==> config.mk <==
export PLATFORM = sky130hd
export DESIGN_NAME = reg_file_sb_flat
export DESIGN_NICKNAME = d
export VERILOG_FILES = /design/src/rtl/reg_file_sb_if.sv /design/src/rtl/reg_file_sb.sv /design/src/flat_wrapper.sv
export SDC_FILE = /design/constraint.sdc
export NUM_CORES = 1
export LEC_CHECK = 0
export CORE_ASPECT_RATIO = 0.8
export CORE_MARGIN = 1
export CORE_UTILIZATION = 58
export DETAILED_ROUTE_END_ITERATION = 16
export PLACE_DENSITY = 0.78
export SKIP_CTS_REPAIR_TIMING = 1
export SLEW_MARGIN = 5
export SYNTH_ARGS = -nofsm -noshare
export SYNTH_HDL_FRONTEND = slang
export SYNTH_SLANG_ARGS = --single-unit
==> constraint.sdc <==
create_clock -name clk -period 2.6 [get_ports clk]
set_input_delay 0.65 -clock clk [delete_from_list [all_inputs] [get_ports clk]]
set_output_delay 0.65 -clock clk [all_outputs]
set_load 0.005 [all_outputs]
==> src/rtl/reg_file_sb_if.sv <==
// Register file / scoreboard port bundle.
// Read, writeback, issue and hazard signals grouped for the issue stage.
interface reg_file_sb_if #(
   parameter int DATA_W = 16,
   parameter int ADDR_W = 3,
   parameter int NREGS  = 8
);
   logic [ADDR_W-1:0] rd_addr_a;
   logic              rd_use_a;
   logic [ADDR_W-1:0] rd_addr_b;
   logic              rd_use_b;
   logic [DATA_W-1:0] rd_data_a;
   logic [DATA_W-1:0] rd_data_b;
   logic              wr_en;
   logic [ADDR_W-1:0] wr_addr;
   logic [DATA_W-1:0] wr_data;
   logic              issue_en;
   logic [ADDR_W-1:0] issue_dst;
   logic              issue_wr;
   logic              flush;
   logic              stall;
   logic [NREGS-1:0]  pending;

   modport master (
      output rd_addr_a, rd_use_a, rd_addr_b, rd_use_b,
      output wr_en, wr_addr, wr_data,
      output issue_en, issue_dst, issue_wr, flush,
      input  rd_data_a, rd_data_b, stall, pending
   );

   modport slave (
      input  rd_addr_a, rd_use_a, rd_addr_b, rd_use_b,
      input  wr_en, wr_addr, wr_data,
      input  issue_en, issue_dst, issue_wr, flush,
      output rd_data_a, rd_data_b, stall, pending
   );
endinterface

==> src/rtl/reg_file_sb.sv <==
// 8x16 register file with write-through bypass reads
// and a pending-write scoreboard raising RAW/WAW stalls.
module reg_file_sb #(
   parameter int DATA_W = 16,
   parameter int ADDR_W = 3,
   parameter int NREGS  = 8
) (
   input logic          clk,
   input logic          rst_n,
   reg_file_sb_if.slave bus
);

   logic [DATA_W-1:0] regs [NREGS];
   logic [NREGS-1:0]  pend;
   logic [NREGS-1:0]  pend_nxt;
   logic              byp_a;
   logic              byp_b;
   logic              byp_w;
   logic              haz_a;
   logic              haz_b;
   logic              haz_w;
   logic              stall;
   logic              accept;

   // Writeback into the array; flush never blocks it.
   always_ff @(posedge clk or negedge rst_n) begin
      if (!rst_n) begin
         for (int i = 0; i < NREGS; i++) begin
            regs[i] <= '0;
         end
      end else if (bus.wr_en) begin
         regs[bus.wr_addr] <= bus.wr_data;
      end
   end

   // Scoreboard register.
   always_ff @(posedge clk or negedge rst_n) begin
      if (!rst_n) begin
         pend <= '0;
      end else begin
         pend <= pend_nxt;
      end
   end

   // Bypass matches, hazards and read data.
   always_comb begin
      byp_a = bus.wr_en && (bus.wr_addr == bus.rd_addr_a);
      byp_b = bus.wr_en && (bus.wr_addr == bus.rd_addr_b);
      byp_w = bus.wr_en && (bus.wr_addr == bus.issue_dst);
      haz_a = bus.rd_use_a && pend[bus.rd_addr_a] && !byp_a;
      haz_b = bus.rd_use_b && pend[bus.rd_addr_b] && !byp_b;
      haz_w = bus.issue_wr && pend[bus.issue_dst] && !byp_w;
      stall = bus.issue_en && (haz_a || haz_b || haz_w);
      accept = bus.issue_en && !stall;
      bus.rd_data_a = byp_a ? bus.wr_data : regs[bus.rd_addr_a];
      bus.rd_data_b = byp_b ? bus.wr_data : regs[bus.rd_addr_b];
      bus.stall = stall;
      bus.pending = pend;
   end

   // Next pending bits: flush, then new issue, then writeback clear.
   always_comb begin
      pend_nxt = pend;
      if (bus.flush) begin
         pend_nxt = '0;
      end else begin
         for (int i = 0; i < NREGS; i++) begin
            if (accept && bus.issue_wr &&
                bus.issue_dst == ADDR_W'(i)) begin
               pend_nxt[i] = 1'b1;
            end else if (bus.wr_en &&
                         bus.wr_addr == ADDR_W'(i)) begin
               pend_nxt[i] = 1'b0;
            end
         end
      end
   end

endmodule

==> src/flat_wrapper.sv <==
// flat-port wrapper written by rule: the top's interface ports become plain ports
module reg_file_sb_flat 
#(
   parameter int DATA_W = 16,
   parameter int ADDR_W = 3,
   parameter int NREGS  = 8
)
  (clk, rst_n, bus_rd_addr_a, bus_rd_use_a, bus_rd_addr_b, bus_rd_use_b, bus_wr_en, bus_wr_addr, bus_wr_data, bus_issue_en, bus_issue_dst, bus_issue_wr, bus_flush, bus_rd_data_a, bus_rd_data_b, bus_stall, bus_pending);
  reg_file_sb_if #(.DATA_W(DATA_W), .ADDR_W(ADDR_W), .NREGS(NREGS)) bus_i ();
  input logic clk;
  input logic rst_n;
  input wire logic [$bits(bus_i.rd_addr_a)-1:0] bus_rd_addr_a;
  input wire logic [$bits(bus_i.rd_use_a)-1:0] bus_rd_use_a;
  input wire logic [$bits(bus_i.rd_addr_b)-1:0] bus_rd_addr_b;
  input wire logic [$bits(bus_i.rd_use_b)-1:0] bus_rd_use_b;
  input wire logic [$bits(bus_i.wr_en)-1:0] bus_wr_en;
  input wire logic [$bits(bus_i.wr_addr)-1:0] bus_wr_addr;
  input wire logic [$bits(bus_i.wr_data)-1:0] bus_wr_data;
  input wire logic [$bits(bus_i.issue_en)-1:0] bus_issue_en;
  input wire logic [$bits(bus_i.issue_dst)-1:0] bus_issue_dst;
  input wire logic [$bits(bus_i.issue_wr)-1:0] bus_issue_wr;
  input wire logic [$bits(bus_i.flush)-1:0] bus_flush;
  output wire logic [$bits(bus_i.rd_data_a)-1:0] bus_rd_data_a;
  output wire logic [$bits(bus_i.rd_data_b)-1:0] bus_rd_data_b;
  output wire logic [$bits(bus_i.stall)-1:0] bus_stall;
  output wire logic [$bits(bus_i.pending)-1:0] bus_pending;
  assign bus_i.rd_addr_a = bus_rd_addr_a;
  assign bus_i.rd_use_a = bus_rd_use_a;
  assign bus_i.rd_addr_b = bus_rd_addr_b;
  assign bus_i.rd_use_b = bus_rd_use_b;
  assign bus_i.wr_en = bus_wr_en;
  assign bus_i.wr_addr = bus_wr_addr;
  assign bus_i.wr_data = bus_wr_data;
  assign bus_i.issue_en = bus_issue_en;
  assign bus_i.issue_dst = bus_issue_dst;
  assign bus_i.issue_wr = bus_issue_wr;
  assign bus_i.flush = bus_flush;
  assign bus_rd_data_a = bus_i.rd_data_a;
  assign bus_rd_data_b = bus_i.rd_data_b;
  assign bus_stall = bus_i.stall;
  assign bus_pending = bus_i.pending;
  reg_file_sb #(.DATA_W(DATA_W), .ADDR_W(ADDR_W), .NREGS(NREGS)) u_core (.clk(clk), .rst_n(rst_n), .bus(bus_i));
endmodule
==> impl_results.md <==
- Crit path time final: 2.77 ns
- Req. time, crit path: 1.95 ns
- CTS Buffer Depth: 2
- Comb pwr share: 27.1%
- Die height: 107 um
- Routed vias: 6053
- Post-DRT Antenna Nets: 0
- Sink Count: 136
- Nets: 769
- Leakage: 4.83 nW
- Post-synth top cells: dfrtp_1, mux2_2, mux4_2
- Clk_skew: 0.000839 ns
- Initial Util: 60.5%
- VDD IR max: 0.623 mV
- Placer Congestion: 0.873
- Drt drc: 0
- RSZ-0062 raised after global routing: yes
- Vias in the first global route: 6135
- Layout cell share with drive strength beyond 1: 54.0%
- First-pass GRT wire length: 33700 um
- Int Pwr: 5.41 mW
- Startpoint types: input port
- # H-tree levels: 4
- Drt first pass iters: 5
- Largest net degree at the start of global routing: 39
- Number of port buffers: 76
- Std cell rows: 37
- Area of the core: 13100 sq um
- Largest fanout on the critical path: 6
- Yosys warns: 0
- Largest cells by area after synthesis: dfrtp_1, mux2_2, mux4_2, mux2i_1, a21oi_1
- Later-pin clock latency in the skew report: 0.42 ns
- Worst Setup Slack, final: -0.174 ns
- Crit end category: output pin
- Ys flop type: dfrtp_1
- Dpl cells: 851
- Critical Path AT: 2.12 ns
- Fin crit share: 107%
- Mapped Nets: 605
- Fmax achieved: 0.361 GHz
- Avg WL per Cell: 25.8 um
- Ys async rst share: 100%
- Syn_area_per_cell: 13.9 sq um
- Die area: 14100 sq um
- Cell area after synthesis: 7920 sq um
- Total Wirelength: 23700 um
- Min-delay worst type: input port to async pin
- Switching share of total power: 27.3%
- EDFF count, synth: 0
- FILL cells: 681
- Setup CP Type: input port to output pin
- Post-Syn Instances: 569
- Ant diodes: 0
- Slew margin rel.: 65.2%
- Power per cell area: 694 nW/um^2
- Final setup violation count: 21
- Worst-margin pin slew: 0.523 ns
- DP HPWL: 14000 um
- CTS tree: done
- DRT iter0 DRCs: 525
- Final Max Tran Viols: 0
- Die span in x: 133 um
- Cts bufs inserted: 17
- Yosys reg bits: 136
- Count leader, synth: dfrtp_1
- Flop2flop setup slack: 0.79 ns
- Outcome: finished, violations left
- Syn-to-layout area delta: 35.1%
- Fin. Hold Viols: 0
- Non-filler cells in the finished layout: 921
- Failing checks: setup timing
- Total grt overflow: 0
- Yosys cell types: 37
- Post-synthesis sequential area ratio: 43.0%
- Clk slew on worst S/H paths: 0.06 ns
- Clk network pwr share: 33.4%
- Initial antenna violation count: 0
- Setup TNS: -1.54 ns
- Max-Cap Viols: 0
- Clock Tree Root: clkbuf_16
- Via-per-instance ratio: 6.57
- Cell accounting for the most synthesized area: dfrtp_1
- # IOs: 77
- Area fraction of the dominant cell type after synthesis: 43.0%
- P_sw: 2.03 mW
- Global Route Usage Sum: 32.4%
- Sequential power share: 39.4%
worst paths after layout:
path | startpoint | depth (start not counted) | end
setup / recovery | bus_rd_addr_a[0] | 9 | bus_stall
hold / removal | rst_n | 1 | u_core.bus.pending[4]
setup reg to reg | u_core.bus.pending[2] | 6 | u_core.bus.pending[2]
hold reg to reg | u_core.regs[11] | 1 | u_core.regs[11]
max in group asynchronous | rst_n | 2 | u_core.regs[41]
min in group clk | u_core.regs[11] | 1 | u_core.regs[11]
critical path, cell delays in order:
cell and delay [ns]:
buf_12 0.13, buf_12 0.14, buf_4 0.13, mux2i_2 0.24, nand3b_1 0.11, nor4bb_2 0.18, buf_4 0.14, o31a_1 0.25
dlymetal6s2s_1 0.16
metal layers:
| metal | GRT usage [%] | share of wire, % | vias up |
|---|---|---|---|
| met5 | 0 | 0 | - |
| met4 | 12.0 | 3.1 | 0 |
| met1 | 41.3 | 39 | 3156 |
| met2 | 54.4 | 51 | 324 |
| li1 | - | - | 2507 |
| met3 | 7.68 | 7.6 | 66 |
state kept, by name (all words and copies together), names as in the netlist:
register,count
u_core.bus.pending,8
u_core.regs,128
power groups by stage:
stage	clock network [mW]	logic, mW	registers (mW)
final	2.49	2.02	2.93
after global routing	2.60	2.13	2.97
after CTS	2.50	1.98	2.90
after detailed placement	0	1.96	2.92
after global placement	0	1.89	2.85
after floorplan	0	1.23	2.79
placed cells by master (no fill, tap or decap), types with 7 or more instances in the layout:
| cell type | instances |
|---|---|
| dfrtp_1 | 136 |
| mux2_2 | 134 |
| buf_4 | 85 |
| mux4_2 | 64 |
| nor2_1 | 34 |
| mux2i_1 | 33 |
| a21oi_1 | 29 |
| buf_12 | 29 |
| clkdlybuf4s50_1 | 29 |
| dlymetal6s2s_1 | 25 |
| clkbuf_16 | 23 |
| clkbuf_2 | 12 |
| nand2_1 | 9 |
| xnor2_1 | 8 |
| o41ai_1 | 8 |
| buf_6 | 7 |
per-stage QoR:
| stage | setup slack, ns | utilization [%] | total power, mW | hold WS, ns | instance area [sq um] |
|---|---|---|---|---|---|
| after detailed placement | -0.804 | 72.9 | 4.88 | 0.497 | 9550 |
| after global routing | -0.228 | 81.7 | 7.70 | 0.214 | 10700 |
| after floorplan | 0.102 | - | 4.03 | 0.354 | 7920 |
| after global placement | -0.724 | 72.9 | 4.74 | 0.483 | 9550 |
| after CTS | -0.808 | 77.4 | 7.38 | 0.200 | 10100 |
| final | -0.174 | 81.7 | 7.43 | 0.194 | 10700 |
cells by family (layout without fill, tap and decap cells):
kind of cell    after synthesis  after routing  synth area share (%)
mux                         235            235                  41.9
compound gates               48             48                  3.77
xor+xnor                      9              9                 0.995
simple gates                 83             83                  6.46
flops                       136            136                  43.0
buf+inv                      58            235                  3.87
area by class of cell:
| cell class | instances | area (sq um) | share of cell area [%] |
|---|---|---|---|
| clock inverter | 8 | 119 | 1.11 |
| timing repair buffer | 203 | 2190 | 20.5 |
| sequential | 136 | 3400 | 31.8 |
| tap | 175 | 219 | 2.05 |
| multi-input combinational | 375 | 4290 | 40.1 |
| clock buffer | 24 | 482 | 4.50 |
No activity file was read; power rests on OpenSTA's default activity.
